==> config.mk <==
export PLATFORM = sky130hd
export DESIGN_NAME = frequency_controller
export DESIGN_NICKNAME = d
export VERILOG_FILES = /design/src/rtl/freq_ctrl_pkg.sv /design/src/rtl/freq_step_sat.sv /design/src/rtl/frequency_controller.sv
export SDC_FILE = /design/constraint.sdc
export NUM_CORES = 1
export LEC_CHECK = 0
export CORE_MARGIN = 2
export CORE_UTILIZATION = 53
export CTS_BUF_LIST = sky130_fd_sc_hd__clkbuf_4 sky130_fd_sc_hd__clkbuf_8
export DETAILED_ROUTE_END_ITERATION = 10
export PLACE_DENSITY = 0.77
export SLEW_MARGIN = 20
export SYNTH_ARGS = -nofsm -noshare
export SYNTH_HDL_FRONTEND = slang
export SYNTH_HIERARCHICAL = 1
export SYNTH_SLANG_ARGS = --single-unit
==> constraint.sdc <==
create_clock -name clk_in -period 2.2 [get_ports clk_in]
set_input_delay 0.22 -clock clk_in [delete_from_list [all_inputs] [get_ports clk_in]]
set_output_delay 0.22 -clock clk_in [all_outputs]
set_load 0.1 [all_outputs]
==> src/rtl/freq_ctrl_pkg.sv <==
// Shared constants and state type for the playback-rate controller and the
// sample-rate divider that consumes its count.
package freq_ctrl_pkg;

  // Divider terminal count for 8-bit samples at 44 kHz
  localparam int unsigned DEFAULT_COUNT = 32'd614;
  // Fastest allowed rate; the divider must never see a zero count
  localparam int unsigned MIN_COUNT     = 32'd1;
  // Slowest allowed rate
  localparam int unsigned MAX_COUNT     = 32'd4000;
  // Amount moved per speed-up/down event
  localparam int unsigned STEP          = 32'd1;

  // DEFAULT: running at the reset rate; CUSTOM: user has adjusted the rate
  typedef enum logic {
    DEFAULT = 1'b0,
    CUSTOM  = 1'b1
  } freq_state_t;

endpackage : freq_ctrl_pkg

==> src/rtl/freq_step_sat.sv <==
// Combinational saturating +/-STEP on the divider count.
// up alone decrements (faster), down alone increments (slower); both or
// neither leave the count unchanged. Results are clamped to the legal range.
module freq_step_sat
  import freq_ctrl_pkg::*;
#(
  parameter int N = 32
) (
  input  logic [N-1:0] cnt,
  input  logic         up,
  input  logic         down,
  output logic [N-1:0] next_cnt
);

  localparam logic [N-1:0] MIN_N  = N'(MIN_COUNT);
  localparam logic [N-1:0] MAX_N  = N'(MAX_COUNT);
  localparam logic [N-1:0] STEP_N = N'(STEP);

  // Select the stepped or held count, saturating at both limits
  always_comb begin
    next_cnt = cnt;
    case ({up, down})
      2'b10: begin
        // Compare before subtracting so the count never wraps through zero
        if (cnt <= MIN_N) begin
          next_cnt = MIN_N;
        end else begin
          next_cnt = cnt - STEP_N;
        end
      end
      2'b01: begin
        if (cnt >= MAX_N) begin
          next_cnt = MAX_N;
        end else begin
          next_cnt = cnt + STEP_N;
        end
      end
      default: begin
        next_cnt = cnt;
      end
    endcase
  end

endmodule : freq_step_sat

==> src/rtl/frequency_controller.sv <==
// Holds the divider terminal count that sets audio playback rate.
// Speed-up/down events step the count within saturating limits; speed-reset
// restores the default rate. freq_count is a register with no combinational
// path from the event inputs.
module frequency_controller
  import freq_ctrl_pkg::*;
#(
  parameter int N = 32
) (
  input  logic         clk_in,
  input  logic         reset,
  input  logic         speed_up_event,
  input  logic         speed_down_event,
  input  logic         speed_reset_event,
  output logic [N-1:0] freq_count
);

  localparam logic [N-1:0] DEFAULT_N = N'(DEFAULT_COUNT);

  freq_state_t   custom_state;
  freq_state_t   next_state_s;
  logic [N-1:0]  cnt;
  logic [N-1:0]  next_cnt_s;
  logic [N-1:0]  stepped_cnt_s;

  freq_step_sat #(
    .N (N)
  ) u_step (
    .cnt      (cnt),
    .up       (speed_up_event),
    .down     (speed_down_event),
    .next_cnt (stepped_cnt_s)
  );

  // Priority mux: speed-reset, then cancel, then single-direction step, else hold
  always_comb begin
    next_state_s = custom_state;
    next_cnt_s   = cnt;
    if (speed_reset_event) begin
      next_state_s = DEFAULT;
      next_cnt_s   = DEFAULT_N;
    end else begin
      case ({speed_up_event, speed_down_event})
        2'b10, 2'b01: begin
          // Any accepted step marks the rate as user-adjusted, even if it
          // lands back on the default count or is held by saturation
          next_state_s = CUSTOM;
          next_cnt_s   = stepped_cnt_s;
        end
        2'b11: begin
          next_state_s = custom_state;
          next_cnt_s   = cnt;
        end
        default: begin
          next_state_s = custom_state;
          next_cnt_s   = cnt;
        end
      endcase
    end
  end

  // State and count registers with synchronous active-low reset
  always_ff @(posedge clk_in) begin
    if (!reset) begin
      custom_state <= DEFAULT;
      cnt          <= DEFAULT_N;
    end else begin
      custom_state <= next_state_s;
      cnt          <= next_cnt_s;
    end
  end

  assign freq_count = cnt;

endmodule : frequency_controller

# After elaboration in Yosys (flattened, before gate mapping)
# Cells that the tools add are included.
# W data, S select, Z words.
dict set report word_totals {
  register_bits 32
  out_inout_bits 32
  rom_bits 0
  ramBits 0
  memories 0
  latchBits 0
}
dict set report op_classes {
  mul 0
  n_addsub 2
  n_div 0
  magnitude_cmp 2
  n_eq_ne 2
  bitwise_logic 1
  n_mux 3
  shifts 0
  n_reduce_logical 4
}
# operator n
set op_table {}
lappend op_table {{$mux W32} 2}
lappend op_table {{$pmux W32 S2} 1}
lappend op_table {{$add A32 B1 Y32 const B} 1}
lappend op_table {{$ge A32 B12 Y1 const B} 1}
lappend op_table {{$le A32 B1 Y1 const B} 1}
lappend op_table {{$sub A32 B1 Y32 const B} 1}
lappend op_table {{$reduce_or A2 Y1} 2}
lappend op_table {{$eq A2 B1 Y1 const B} 1}
lappend op_table {{$eq A2 B2 Y1 const B} 1}
lappend op_table {{$reduce_and A2 Y1} 1}
lappend op_table {{$reduce_bool A2 Y1} 1}
lappend op_table {{$not A1 Y1} 1}

# Logic depth before layout (Yosys ltp)
# Gate-level depths: netlist of run 1.
dict set report depth {
  word_depth 3
  ltp_mapped 10
  ltp_nobuf 9
}

# Hierarchy
# The synthesis of run 1 kept the hierarchy.
# module area_per_inst_um2 n_inst cells_per_inst
set modules_own_cells {}
lappend modules_own_cells {freq_step_sat 1606.5 1 244}
lappend modules_own_cells {frequency_controller 1557.7 1 146}

# Worst setup path before layout of run 1
# No wires, ideal clock.
dict set report synth_timing {
  path_kind {reg2reg}
  startpoint {register cnt[0], in the netlist freq_count[0]}
  endpoint {register cnt[14], in the netlist freq_count[14]}
  setup_ns 0.072
  synth_period_minus_slack_ns 3.034
  required_time_ns 2.128
  stages_incl_launch_ff 11
  arrival_ns 2.962
  setup_slack_ns -0.834
  path_buffers 2
  path_cell_list {dfxtp_1 -> inv_1 -> ha_1 -> o2111a_1 -> a31oi_2 -> buf_6 -> buf_2 -> o311ai_0 -> nand3_1 -> nand3b_1 -> mux2i_1}
}
dict set report synth_between {
  elab_chain_cells 3
  elab_cells_between_ends 7
}
# element line_no
set synth_rtl {}
lappend synth_rtl {{start: declaration} frequency_controller.sv:22} ;# logic [N-1:0] cnt;
lappend synth_rtl {{start signal: assignment} frequency_controller.sv:69} ;# cnt <= next_cnt_s;
lappend synth_rtl {{$add A32 B1 Y32 (tied with other cells)} freq_step_sat.sv:35} ;# next_cnt = cnt + STEP_N;
lappend synth_rtl {{$mux W32, on equally long branches} {freq_step_sat.sv:32, freq_step_sat.sv:25}}
lappend synth_rtl {{$pmux W32 S2 *} freq_step_sat.sv:22} ;# case ({up, down})
lappend synth_rtl {{net stepped_cnt_s[14]} frequency_controller.sv:24} ;# logic [N-1:0] stepped_cnt_s;
# Mark *: on every way through the listed nets, which the timed path passes. The rest lies on a longest branch.
# A chain may end at the register's enable or synchronous reset.

# Worst setup path in the final report of run 1
dict set report layout_timing {
  startpoint {register cnt[30], in the netlist freq_count[30]}
  endpoint {register cnt[2], in the netlist freq_count[2]}
}
dict set report layout_between {
  elab_chain_cells 3
  elab_cells_between_ends 5
}
# element line_no
set layout_rtl {}
lappend layout_rtl {{$ge A32 B12 Y1 or $le A32 B1 Y1 (tied branches)} {freq_step_sat.sv:32, freq_step_sat.sv:25}}
lappend layout_rtl {{$mux W32, on equally long branches} {freq_step_sat.sv:32, freq_step_sat.sv:25}}
lappend layout_rtl {{$pmux W32 S2 *} freq_step_sat.sv:22}
lappend layout_rtl {{net stepped_cnt_s[2]} frequency_controller.sv:24}
# Marks and branches as above.

==> run summary, run 1 <==
status - finished, violations left
failing checks - setup timing
fillers - 378
Placed Area - 0.00410 mm^2
Switching Fraction - 0.323
Vias/cell - 6.64
wire per inst - 19.3 um
setup TNS - -1.73 ns
sequential fraction of design power - 0.359
Synth Register Bits - 32
Comb pwr share - 0.267
worst r2r src - freq_count[30]
max FFs per register - 32
area grow syn2layout - 44.5%
first-pass GRT wire length - 16300 um
Net Count, Synth - 401
hold_sp - reset
r2r setup slk - -0.13 ns
antenna violations before repair - 0
Final Wtd Congestion - 0.924
Crit. Startpoint - freq_count[30]
Final min period - 2.33 ns
DRC - 0
Final WS setup - -0.127 ns
Pre-Repair DR Iteration Count - 6
share of layout cells above drive strength 1 - 0.455
Synth area leader - dfxtp_1
Mean Syn Cell Area - 8.11 um^2
Primary FF master, synth - dfxtp_1
Die H - 81.3 um
Overall Global Routing Usage - 0.314
iteration-0 DRC count of the detailed router - 424
Final Cell Area - 0.00457 mm^2
Die Area - 0.00660 mm^2
Worst Skew - 0.00354 ns
post-synthesis sequential area ratio - 0.202
Cell Int Power - 1.08 mW
Hold Buf Count CTS - 0
final hold violation count - 0
FMAX - 430 MHz
critical path required time - 2.38 ns
core footprint - 0.00585 mm^2
Async SR Flop Fraction - 0
RSZ-0062 raised after global routing - yes
Worst-Skew Late Latency - 0.30 ns
Via Count - 3797
Power Density - 348 mW/mm^2
Pins Over Slew Limit - 0
CP Max Fanout - 7
clk sinks - 32
Antenna Nets Post-Route - 0
Switch Pwr - 0.514 mW
most common cell after layout, fill and taps aside - buf_4
H-tree Lvls - 2
crit end category - register
largest net degree at the start of global routing - 65
CP Launch Type - register
Place WS - -0.139 ns
Syn Inst Count - 390
EDFF count, synth - 0
CTS tree - built
Max Cap Viol - 0
die width - 81.3 um
Ys Warns - 6
CP Class - register to register
Worst-Margin Slew - 0.492 ns
Fin Hold WS - 0.376 ns
Mapped Area - 0.00316 mm^2
Util after Layout - 0.782
Yosys cell types - 61
Num CTS Buffers - 5
synth top area cells - dfxtp_1, nand3b_1, mux2i_1, nor4_4, nor3b_1
diode count - 0
Post-DP HPWL - 6880 um
# IOs - 37
final net count - 507
static leakage - 1.83 nW
Clock Pin Slew Worst Setup and Hold Paths - 0.08 ns
Tcrit/Tclk final - 1.06
Clk pwr share - 0.374
worst endpoint data arrival time - 2.51 ns
Routed WL - 11000 um
VDD IR max - 0.291 mV
Root Buffer - clkbuf_8
relative slew slack - 0.672
total grt overflow - 0
number of global-route vias before repair - 3423
HP Class - input port to register
IO Port Bufs - 36
clk buf depth - 2
final setup vio count - 28
share of the synthesized area in the top cell type - 0.202
Initial Util - 0.541
most frequent cells in the layout - buf_4, nand3b_1, mux2i_1
row cnt - 28
cells in the mapped netlist, types with 4 or more instances:
cell type / number
a21oi_1: 13
a22o_1: 5
buf_2: 4
buf_6: 7
clkbuf_1: 19
dfxtp_1: 32
ha_1: 6
inv_1: 18
mux2i_1: 35
nand2_1: 21
nand3_1: 16
nand3b_1: 55
nand4_1: 7
nor2_1: 19
nor3_1: 9
nor3b_1: 11
nor4_1: 10
nor4_4: 4
o211ai_1: 7
o21ai_0: 7
o221ai_1: 4
o22ai_1: 12
o31ai_1: 4
o41ai_1: 4
or3_1: 4
or4_1: 8
power groups by stage:
stage	Clock [mW]	Combinational (mW)	Sequential, mW
after floorplan	0	0.235	0.619
after CTS	0.603	0.387	0.571
final	0.595	0.425	0.571
after global placement	0	0.357	0.586
after global routing	0.635	0.443	0.572
after detailed placement	0	0.362	0.586
area by class of cell:
class	count	area (um^2)	share of cell area
multi-input cells	307	2530	0.553
clock inverters	3	42.5	0.00930
clock buffers	5	68.8	0.0150
flip-flops and latches	32	726	0.159
well taps	75	93.8	0.0205
repair buffers	132	1040	0.228
inverters	18	67.6	0.0148
metrics by stage:
stage | instances | total power, mW
after floorplan | 390 | 0.854
after global placement | 548 | 0.942
after detailed placement | 548 | 0.948
after CTS | 566 | 1.56
after global routing | 572 | 1.65
final | 572 | 1.59
path summary, 6_finish.rpt:
path / cells after the start / end
hold reg to reg: 2 / freq_count[13]
setup reg to reg: 7 / freq_count[2]
hold / removal: 3 / freq_count[3]
setup / recovery: 7 / freq_count[2]
critical path, stage by stage (launching register included):
cell and delay, ns:
dfxtp_4 0.34, or4_4 0.57, nor4_4 0.30, a31oi_4 0.20, a221o_1 0.37, a22o_1 0.20, nor3b_2 0.15, mux2i_1 0.08
repair_timing:
action,4_1_cts,5_1_grt
setup buffers,10,5
gates resized for setup,20,33
endpoints found under the setup margin,23,31
cloned,0,1
pin swaps,3,10
cells by family after synthesis:
family	after synthesis	share of synthesized area
DFF	32	0.202
buffers and inverters	51	0.0822
and+or+nand+nor	182	0.380
muxes	35	0.111
xor gates and xnor gates	3	0.0142
AOI/OAI and AO/OA	81	0.187
adders and majority gates	6	0.0237
layer usage:
layer	part of all wire	GRT usage	wire, um
met1	0.40	0.374	4410
met2	0.50	0.571	5520
met3	0.067	0.0456	736
met4	0.034	0.105	377
met5	0	0	0
(Power assumes the default switching activity.)
==> run 2: changes to the inputs <==
--- a/config.mk
+++ b/config.mk
@@ -8,6 +8,7 @@
 export CORE_MARGIN = 2
 export CORE_UTILIZATION = 53
 export CTS_BUF_LIST = sky130_fd_sc_hd__clkbuf_4 sky130_fd_sc_hd__clkbuf_8
+export CTS_CLUSTER_SIZE = 12
 export DETAILED_ROUTE_END_ITERATION = 10
 export PLACE_DENSITY = 0.77
 export SLEW_MARGIN = 20
==> results of run 2 <==
The final DEF is identical to that of run 1; final timing and power are the same.
==> run 3: changes to the inputs <==
==> constraint.sdc (replaced) <==
create_clock -name clk_in -period 1.9 [get_ports clk_in]
set_input_delay 0.19 -clock clk_in [delete_from_list [all_inputs] [get_ports clk_in]]
set_output_delay 0.19 -clock clk_in [all_outputs]
set_load 0.1 [all_outputs]
==> run summary, run 3 (synthesis results as in run 1) <==
Placed Cells - 576 (+5.1%)
Power Density - 353 mW/mm^2 (+1.4%)
delay-heaviest family, CP - simple AND/OR/NAND/NOR gates
Clock Pin Slew Worst Setup and Hold Paths - 0.07 ns (about the same)
row cnt - 28 (unchanged)
wire per inst - 19.9 um (+3.3%)
Vias/cell - 6.54 (-1.4%)
Routed WL - 11800 um (+7.1%)
failing checks - setup timing
max FFs per register - 32 (unchanged)
Final WS setup - -0.432 ns (-0.305 ns)
area of the multi-input gates - 0.00258 mm^2 (+2.1%)
Root Buffer - clkbuf_8
Tcrit/Tclk final - 1.23 (+0.170)
Die H - 81.3 um (unchanged)
worst path bufs/invs - 0 (unchanged)
CTS tree - built
Hold Buf Count CTS - 0 (unchanged)
Num CTS Buffers - 5 (unchanged)
Final min period - 2.33 ns (+0.00475 ns)
r2r setup slk - -0.43 ns (-0.30 ns)
total grt overflow - 0 (unchanged)
fillers - 371 (-1.9%)
H-tree Lvls - 2 (unchanged)
Pins Over Slew Limit - 0 (unchanged)
CP Launch Type - register
largest net degree at the start of global routing - 65 (unchanged)
most common cell after layout, fill and taps aside - buf_4
status - finished, violations left
final setup vio count - 32 (+14%)
die width - 81.3 um (unchanged)
diode count - 0 (unchanged)
VDD IR max - 0.349 mV (+20%)
Worst Skew - 0.00740 ns (+0.00386 ns)
Via Count - 3880 (+2.2%)
HP Class - input port to register
critical path required time - 2.06 ns (-0.32 ns)
antenna violations before repair - 0 (unchanged)
static leakage - 1.95 nW (+6.2%)
Overall Global Routing Usage - 0.353 (+0.0391)
# IOs - 37 (unchanged)
CP Cell Sequence - or4_4 -> nor4_4 -> a31oi_4 -> a221o_1 -> a22o_1 -> nor3b_2 -> mux2i_1
crit end category - register
Die Area - 0.00660 mm^2 (unchanged)
DRC - 0 (unchanged)
Max Cap Viol - 0 (unchanged)
Post-Layout Cell Count - 593 (+3.7%)
CP max stage delay - 0.55 ns (-0.02 ns)
CP max stage cell - or4_4
first-pass GRT wire length - 18200 um (+11%)
clk sinks - 32 (unchanged)
Antenna Nets Post-Route - 0 (unchanged)
final net count - 529 (+4.3%)
FMAX - 429 MHz (-0.20%)
Post-DP HPWL - 7640 um (+11%)
final hold violation count - 0 (unchanged)
Pre-Repair DR Iteration Count - 5 (-1)
area of all sequential standard cells - 753 um^2 (+3.8%)
area grow syn2layout - 53.0%
IO Port Bufs - 36 (unchanged)
Worst-Skew Late Latency - 0.29 ns (about the same)
clk buf depth - 2 (unchanged)
worst endpoint data arrival time - 2.49 ns (-0.02 ns)
RSZ-0062 raised after global routing - yes
CP Class - register to register
number of global-route vias before repair - 3654 (+6.7%)
Final Wtd Congestion - 0.938 (+1.5%)
core footprint - 0.00585 mm^2 (unchanged)
CP Max Fanout - 8 (+1)
relative slew slack - 0.698 (+0.0256)
iteration-0 DRC count of the detailed router - 395 (-6.8%)
Initial Util - 0.541 (unchanged)
Worst-Margin Slew - 0.454 ns (-0.0384 ns)
Fin Hold WS - 0.363 ns (-0.0134 ns)
share of layout cells above drive strength 1 - 0.494 (+0.0395)
most frequent cells in the layout - buf_4, nand3b_1, mux2i_1
-- run 3: cell types whose count changed in the layout (fill, tap and decap cells not counted), sizes merged --
cell | previous run | this run
clkinvlp | 1 | 0
bufinv | 1 | 0
clkbuf | 5 | 6
buf | 129 | 151
-- run 3: layer usage --
metal / part of all wire / vias to the layer above / track usage
met3: 0.081 / 59 / 0.0567
met2: 0.49 / 236 / 0.624
met5: 0 / - / 0
li1: - / 1754 / -
met4: 0.041 / 0 / 0.141
met1: 0.38 / 1831 / 0.423
-- run 3: cell type report --
cell class	count	area share
Multi-Input combinational cell	307	0.534
Timing Repair Buffer	154	0.260
Sequential cell	32	0.156
Tap cell	75	0.0194
Clock buffer	6	0.0158
Inverter	18	0.0145
Clock inverter	1	0.00103
-- run 3: final timing paths --
check / start / to / cells after the start
hold / removal: reset / freq_count[4] / 3
setup reg to reg: freq_count[30] / freq_count[2] / 7
setup / recovery: freq_count[30] / freq_count[2] / 7
hold reg to reg: freq_count[13] / freq_count[13] / 2
-- run 3: worst min-delay path, cell delays in order --
cell and delay (ns):
buf_2 0.24, nand3b_1 0.14, mux2i_1 0.05
-- run 3: power breakdown --
| group | internal (mW) | switching (mW) |
|---|---|---|
| registers | 0.638 | 0.00826 |
| clock network | 0.264 | 0.271 |
| logic | 0.226 | 0.301 |
| total | 1.13 | 0.580 |
-- run 3: repair_timing --
| item | in CTS | in global routing |
|---|---|---|
| pin swaps | 18 | 14 |
| gates resized for setup | 28 | 15 |
| endpoints found under the setup margin | 32 | 32 |
| buffers inserted | 7 | 3 |
-- run 3: stage by stage --
step / power [mW] / area (um^2) / util / TNS (ns) / setup slack, ns
after floorplan: 0.991 / 3490 / - / -8.98 / -0.501
after global placement: 1.13 / 4480 / 0.766 / -8.85 / -0.370
after detailed placement: 1.14 / 4480 / 0.766 / -10.44 / -0.410
after CTS: 1.69 / 4750 / 0.812 / -8.43 / -0.380
after global routing: 1.77 / 4840 / 0.828 / -12.65 / -0.505
final: 1.71 / 4840 / 0.828 / -9.69 / -0.432
